`src/rtl/not_check_monitor.sv`:
```
// Response-side checker for the bitwise-NOT unit: tallies result == ~operand over a
// valid/ready stream and reports an integer pass percentage via a serial divider.
module not_check_monitor #(
    parameter int WIDTH = 32,
    parameter int CNT_W = 32
) (
    input  logic             clock,
    input  logic             reset_n,
    input  logic             start,
    input  logic             finish,
    input  logic             in_valid,
    output logic             in_ready,
    input  logic [WIDTH-1:0] operand,
    input  logic [WIDTH-1:0] result,
    output logic             busy,
    output logic             done,
    output logic [CNT_W-1:0] count,
    output logic [CNT_W-1:0] correct,
    output logic [6:0]       percent,
    output logic             fail_seen,
    output logic [WIDTH-1:0] first_fail
);

    localparam int NUM_W = CNT_W + 7;
    localparam int DC_W  = $clog2(NUM_W + 1);

    typedef enum logic [1:0] {S_IDLE, S_RUN, S_DIV, S_DONE} state_t;

    state_t             state_q, state_d;
    logic               in_ready_q, in_ready_d;
    logic [CNT_W-1:0]   count_q, count_d;
    logic [CNT_W-1:0]   correct_q, correct_d;
    logic [6:0]         percent_q, percent_d;
    logic               fail_q, fail_d;
    logic [WIDTH-1:0]   first_fail_q, first_fail_d;
    logic [NUM_W-1:0]   num_q, num_d;
    logic [CNT_W-1:0]   rem_q, rem_d;
    logic [6:0]         quo_q, quo_d;
    logic [DC_W-1:0]    div_cnt_q, div_cnt_d;

    logic               beat;
    logic               match;
    logic               div_last;
    logic [CNT_W:0]     rem_sh;
    logic [CNT_W:0]     rem_sub;
    logic               rem_ge;

    assign beat     = in_valid & in_ready_q;
    assign match    = (result == ~operand);
    assign div_last = (div_cnt_q == DC_W'(NUM_W - 1));

    // One restoring-division step: shift in the next numerator bit, subtract if it fits.
    assign rem_sh  = {rem_q, num_q[NUM_W-1]};
    assign rem_sub = rem_sh - {1'b0, count_q};
    assign rem_ge  = (rem_sh >= {1'b0, count_q});

    always_ff @(posedge clock or negedge reset_n) begin
        if (!reset_n) begin
            state_q <= S_IDLE;
        end else begin
            state_q <= state_d;
        end
    end

    always_comb begin
        state_d = state_q;
        if (start) begin
            state_d = S_RUN;
        end else begin
            case (state_q)
                S_RUN:   if (finish) state_d = S_DIV;
                S_DIV:   if (count_q == '0 || div_last) state_d = S_DONE;
                default: state_d = state_q;
            endcase
        end
    end

    always_comb begin
        busy = (state_q == S_RUN) || (state_q == S_DIV);
        done = (state_q == S_DONE);
    end

    always_comb begin
        in_ready_d   = (state_d == S_RUN);
        count_d      = count_q;
        correct_d    = correct_q;
        percent_d    = percent_q;
        fail_d       = fail_q;
        first_fail_d = first_fail_q;
        num_d        = num_q;
        rem_d        = rem_q;
        quo_d        = quo_q;
        div_cnt_d    = div_cnt_q;
        if (start) begin
            count_d      = '0;
            correct_d    = '0;
            percent_d    = '0;
            fail_d       = 1'b0;
            first_fail_d = '0;
            num_d        = '0;
            rem_d        = '0;
            quo_d        = '0;
            div_cnt_d    = '0;
        end else begin
            // Saturated beats still record the first mismatch.
            if (beat) begin
                if (count_q != '1) count_d = count_q + CNT_W'(1);
                if (match) begin
                    if (correct_q != '1) correct_d = correct_q + CNT_W'(1);
                end else if (!fail_q) begin
                    fail_d       = 1'b1;
                    first_fail_d = operand;
                end
            end
            if (state_q == S_RUN && finish) begin
                num_d     = NUM_W'(correct_d) * NUM_W'(100);
                rem_d     = '0;
                quo_d     = '0;
                div_cnt_d = '0;
            end
            if (state_q == S_DIV) begin
                if (count_q == '0) begin
                    percent_d = '0;
                end else begin
                    rem_d     = rem_ge ? rem_sub[CNT_W-1:0] : rem_sh[CNT_W-1:0];
                    num_d     = num_q << 1;
                    quo_d     = {quo_q[5:0], rem_ge};
                    div_cnt_d = div_cnt_q + DC_W'(1);
                    if (div_last) percent_d = quo_d;
                end
            end
        end
    end

    always_ff @(posedge clock or negedge reset_n) begin
        if (!reset_n) begin
            in_ready_q   <= 1'b0;
            count_q      <= '0;
            correct_q    <= '0;
            percent_q    <= '0;
            fail_q       <= 1'b0;
            first_fail_q <= '0;
            num_q        <= '0;
            rem_q        <= '0;
            quo_q        <= '0;
            div_cnt_q    <= '0;
        end else begin
            in_ready_q   <= in_ready_d;
            count_q      <= count_d;
            correct_q    <= correct_d;
            percent_q    <= percent_d;
            fail_q       <= fail_d;
            first_fail_q <= first_fail_d;
            num_q        <= num_d;
            rem_q        <= rem_d;
            quo_q        <= quo_d;
            div_cnt_q    <= div_cnt_d;
        end
    end

    assign in_ready   = in_ready_q;
    assign count      = count_q;
    assign correct    = correct_q;
    assign percent    = percent_q;
    assign fail_seen  = fail_q;
    assign first_fail = first_fail_q;

endmodule
```
`config.mk`:
```
export PLATFORM = sky130hd
export DESIGN_NAME = not_check_monitor
export DESIGN_NICKNAME = d
export VERILOG_FILES = /design/src/rtl/not_check_monitor.sv
export SDC_FILE = /design/constraint.sdc
export NUM_CORES = 1
export LEC_CHECK = 0
export CAP_MARGIN = 15
export CORE_MARGIN = 2
export CORE_UTILIZATION = 40
export DETAILED_ROUTE_END_ITERATION = 8
export MAX_ROUTING_LAYER = met4
export SYNTH_ARGS = -nofsm -noshare
export SYNTH_HDL_FRONTEND = slang
export SYNTH_SLANG_ARGS = --single-unit
```
`constraint.sdc`:
```
create_clock -name clock -period 5.9 [get_ports clock]
set_input_delay 1.18 -clock clock [delete_from_list [all_inputs] [get_ports clock]]
set_output_delay 1.18 -clock clock [all_outputs]
set_load 0.02 [all_outputs]
```
==> flow_metrics.env <==
export IMPL_worst_slack_ns=-0.290
export IMPL_clockPowerShare_pct=27.1
export IMPL_ys_types=68
export IMPL_synth_top_area_cell="dfrtp_1"
export IMPL_synth_area_leaders="dfrtp_1 (32%), ha_1 (12%), xnor2_1 (6.2%), inv_1 (4.8%), nor2_1 (4.5%)"
export IMPL_gp_congestion=0.874
export IMPL_drc=0
export IMPL_fin_nets=2346
export IMPL_hp_start="percent[4]"
export IMPL_row_count=70
export IMPL_die_w_um=197
export IMPL_numCtsBuffers=17
export IMPL_max_stage_delay_ns=0.62
export IMPL_grt_max_degree=108
export IMPL_clockBufferDepth=2
export IMPL_vdd_drop_max_uv=238
export IMPL_antenna_found_initial=0
export IMPL_status="finished, violations left"
export IMPL_finClkSkew_ns=0.0164
export IMPL_rsz0062_at_grt="true"
export IMPL_start_kind="primary input"
export IMPL_cts_sinks=190
export IMPL_drtAntennaViolNets=0
export IMPL_syn_to_final_growth_pct=39.1
export IMPL_violations="negative setup slack"
export IMPL_clock_root_buffer="clkbuf_16"
export IMPL_post_route_min_period_ns=6.19
export IMPL_clk_latency_ns=0.47
export IMPL_fmax_mhz=162
export IMPL_drv_cap=0
export IMPL_syn_instance_count=1719
export IMPL_crit_slowest_cell="or4_4"
export IMPL_regArea_sq_um=4750
export IMPL_drt_pass1_iterations=5
export IMPL_ys_seq_elements=190
export IMPL_finalMaxSlewViolations=0
export IMPL_total_leakage_power_nw=10.1
export IMPL_post_synth_cell_area_avg_sq_um=8.66
export IMPL_power_net_switching_mw=1.66
export IMPL_die_area_sq_um=38800
export IMPL_arrival_ns=6.50
export IMPL_place_ws_ns=-1.20
export IMPL_routed_via_density=5.29
export IMPL_worstMarginPinSlew_ns=0.981
export IMPL_critPathMaxFanout=6
export IMPL_ys_seq_area_share_pct=32.0
export IMPL_pwr_share_comb_pct=40.1
export IMPL_place_area_sq_um=18800
export IMPL_fin_crit_sh_pct=105
export IMPL_clk_pin_slew_worst_paths_ns=0.08
export IMPL_antenna_cells=0
export IMPL_yosys_warnings=0
export IMPL_final_layout_size_suffix_gt1_share_pct=25.3
export IMPL_end_kind="flip-flop"
export IMPL_grt_pass1_vias=14000
export IMPL_dpl_hpwl_um=30800
export IMPL_final_cell_area_sq_um=20700
export IMPL_r2r_start="correct[24]"
export IMPL_synth_nets=1957
export IMPL_finalHoldViolations=0
export IMPL_pin_count=176
export IMPL_synthArstFlopShare_pct=100
export IMPL_synthFlopType="dfrtp_1"
export IMPL_via_count=13700
export IMPL_cts_tree="yes"
export IMPL_multi_input_area_sq_um=10400
export IMPL_hold_path_class="reg2reg"
export IMPL_routed_wirelength_um=42500
export IMPL_coreArea_sq_um=36600
export IMPL_grt_pass1_wl_um=70400
export IMPL_grt_overflow=0
export IMPL_port_buffers=175
export IMPL_n_fill_cell=3271
export IMPL_required_ns=6.22
export IMPL_die_y_um=197
export IMPL_synth_area_sq_um=14900
export IMPL_sequentialPowerShare_pct=32.8
export IMPL_p_int_mw=2.71
export IMPL_power_density_nw_per_um2=211
export IMPL_worst_setup_path_type="in2reg"
export IMPL_startpoint="result[24]"
export IMPL_wire_per_inst_um=16.4
export IMPL_max_slew_margin_pct=34.6
export IMPL_initial_utilization_pct=40.6
export IMPL_drt_iter0_drc=656
export IMPL_setup_viol=47
export IMPL_yosys_area_top_type_share_pct=32.0
export IMPL_synth_edf_count=0
export IMPL_cts_max_level=4
export IMPL_swShare_pct=37.9
export IMPL_grt_use_total_pct=22.9
export IMPL_power_mw=4.37
-- cell type report --
cell class | instances | share of cell area, %
flip-flops and latches | 190 | 23.0
clock buffers | 17 | 2.06
well taps | 468 | 2.83
clock inverters | 15 | 0.810
inverters | 192 | 3.48
multi-input cells | 1267 | 50.2
repair buffers | 440 | 17.7
-- Yosys cell counts, types with 42 or more instances --
master / n
dfrtp_1: 190
xor2_1: 42
o21ai_0: 97
a21oi_1: 106
inv_1: 192
nor2_1: 180
mux2i_1: 60
clkbuf_1: 61
nand3_1: 63
xnor2_1: 105
ha_1: 141
nand2_1: 107
-- critical path: cells and delay by family --
kind            cells  cell delay (ns)
fa+ha+maj           4             1.32
buf+inv             6             0.79
compound gates      7             1.03
simple gates        7             1.86
xor+xnor            2             0.34
-- flip-flops by register name (all words and copies together), names as in the netlist --
signal,cells
num_q,39
correct,32
first_fail,32
div_cnt_q,6
percent,7
quo_q,6
in_ready,1
count,32
rem_q,32
state_q,2
fail_seen,1
-- cells in the final DEF (no fill, tap or decap), types with 30 or more instances in the layout --
| master | n |
|---|---|
| xnor2_1 | 67 |
| buf_4 | 253 |
| mux2i_1 | 60 |
| a21oi_1 | 97 |
| nand3_1 | 55 |
| ha_4 | 32 |
| xnor2_2 | 36 |
| dfrtp_1 | 190 |
| o21ai_0 | 77 |
| inv_1 | 168 |
| nor2_1 | 174 |
| clkdlybuf4s50_1 | 109 |
| xor2_1 | 30 |
| ha_1 | 107 |
| nand2_1 | 102 |
-- timing repair --
action,4_1_cts,5_1_grt
setup buffers,53,11
hold buffers,0,0
pin swaps,106,72
endpoints found under the setup margin,26,59
resized for setup,264,121
-- kinds of logic (layout without fill, tap and decap cells) --
logic type               after synthesis  count (layout)  share of synthesized area [%]
AND/OR/NAND/NOR                      522             522                           17.1
AO/OA/AOI/OAI                        366             366                           15.7
buffers and inverters                262             664                           6.67
flip-flops                           190             190                           32.0
adder cells (fa/ha/maj)              169             169                           15.6
XOR/XNOR                             147             147                           8.65
multiplexers                          63              63                           4.26
-- layer usage --
metal  routed length [um]  vias up  GRT usage [%]
met1                19400     6668           29.1
li1                     -     6719              -
met2                20700      248           38.3
met3                 1390       51           3.05
met5                    0        -              -
met4                  978        0           6.71
-- power groups by stage --
stage	Combinational (mW)	Clock, mW	Sequential, mW
2_1_floorplan	1.17	0	1.49
3_3_place_gp	1.71	0	1.46
3_5_place_dp	1.72	0	1.46
4_1_cts	1.74	1.22	1.43
5_1_grt	1.92	1.26	1.44
6_report	1.75	1.18	1.43
-- final timing paths --
kind / cells after the start / slack (ns) / to
setup / recovery: 26 / -0.29 / num_q[37]
setup reg to reg: 27 / 0.07 / num_q[38]
max in group asynchronous: 2 / 4.03 / count[25]
hold reg to reg: 1 / 0.51 / percent[4]
hold / removal: 1 / 0.51 / percent[4]
min in group asynchronous: 1 / 0.74 / first_fail[13]
-- metrics by stage --
step	hold WS (ns)	std cells	setup TNS [ns]	util (%)
3_5_place_dp	0.485	2494	-26.89	51.3
5_1_grt	0.534	2589	-15.20	56.5
3_3_place_gp	0.490	2494	-25.59	51.3
6_report	0.506	2589	-5.49	56.5
4_1_cts	0.510	2579	-0.817	55.6
2_1_floorplan	0.473	1719	-0.121	-
No activity file was read; power rests on OpenSTA's default activity.
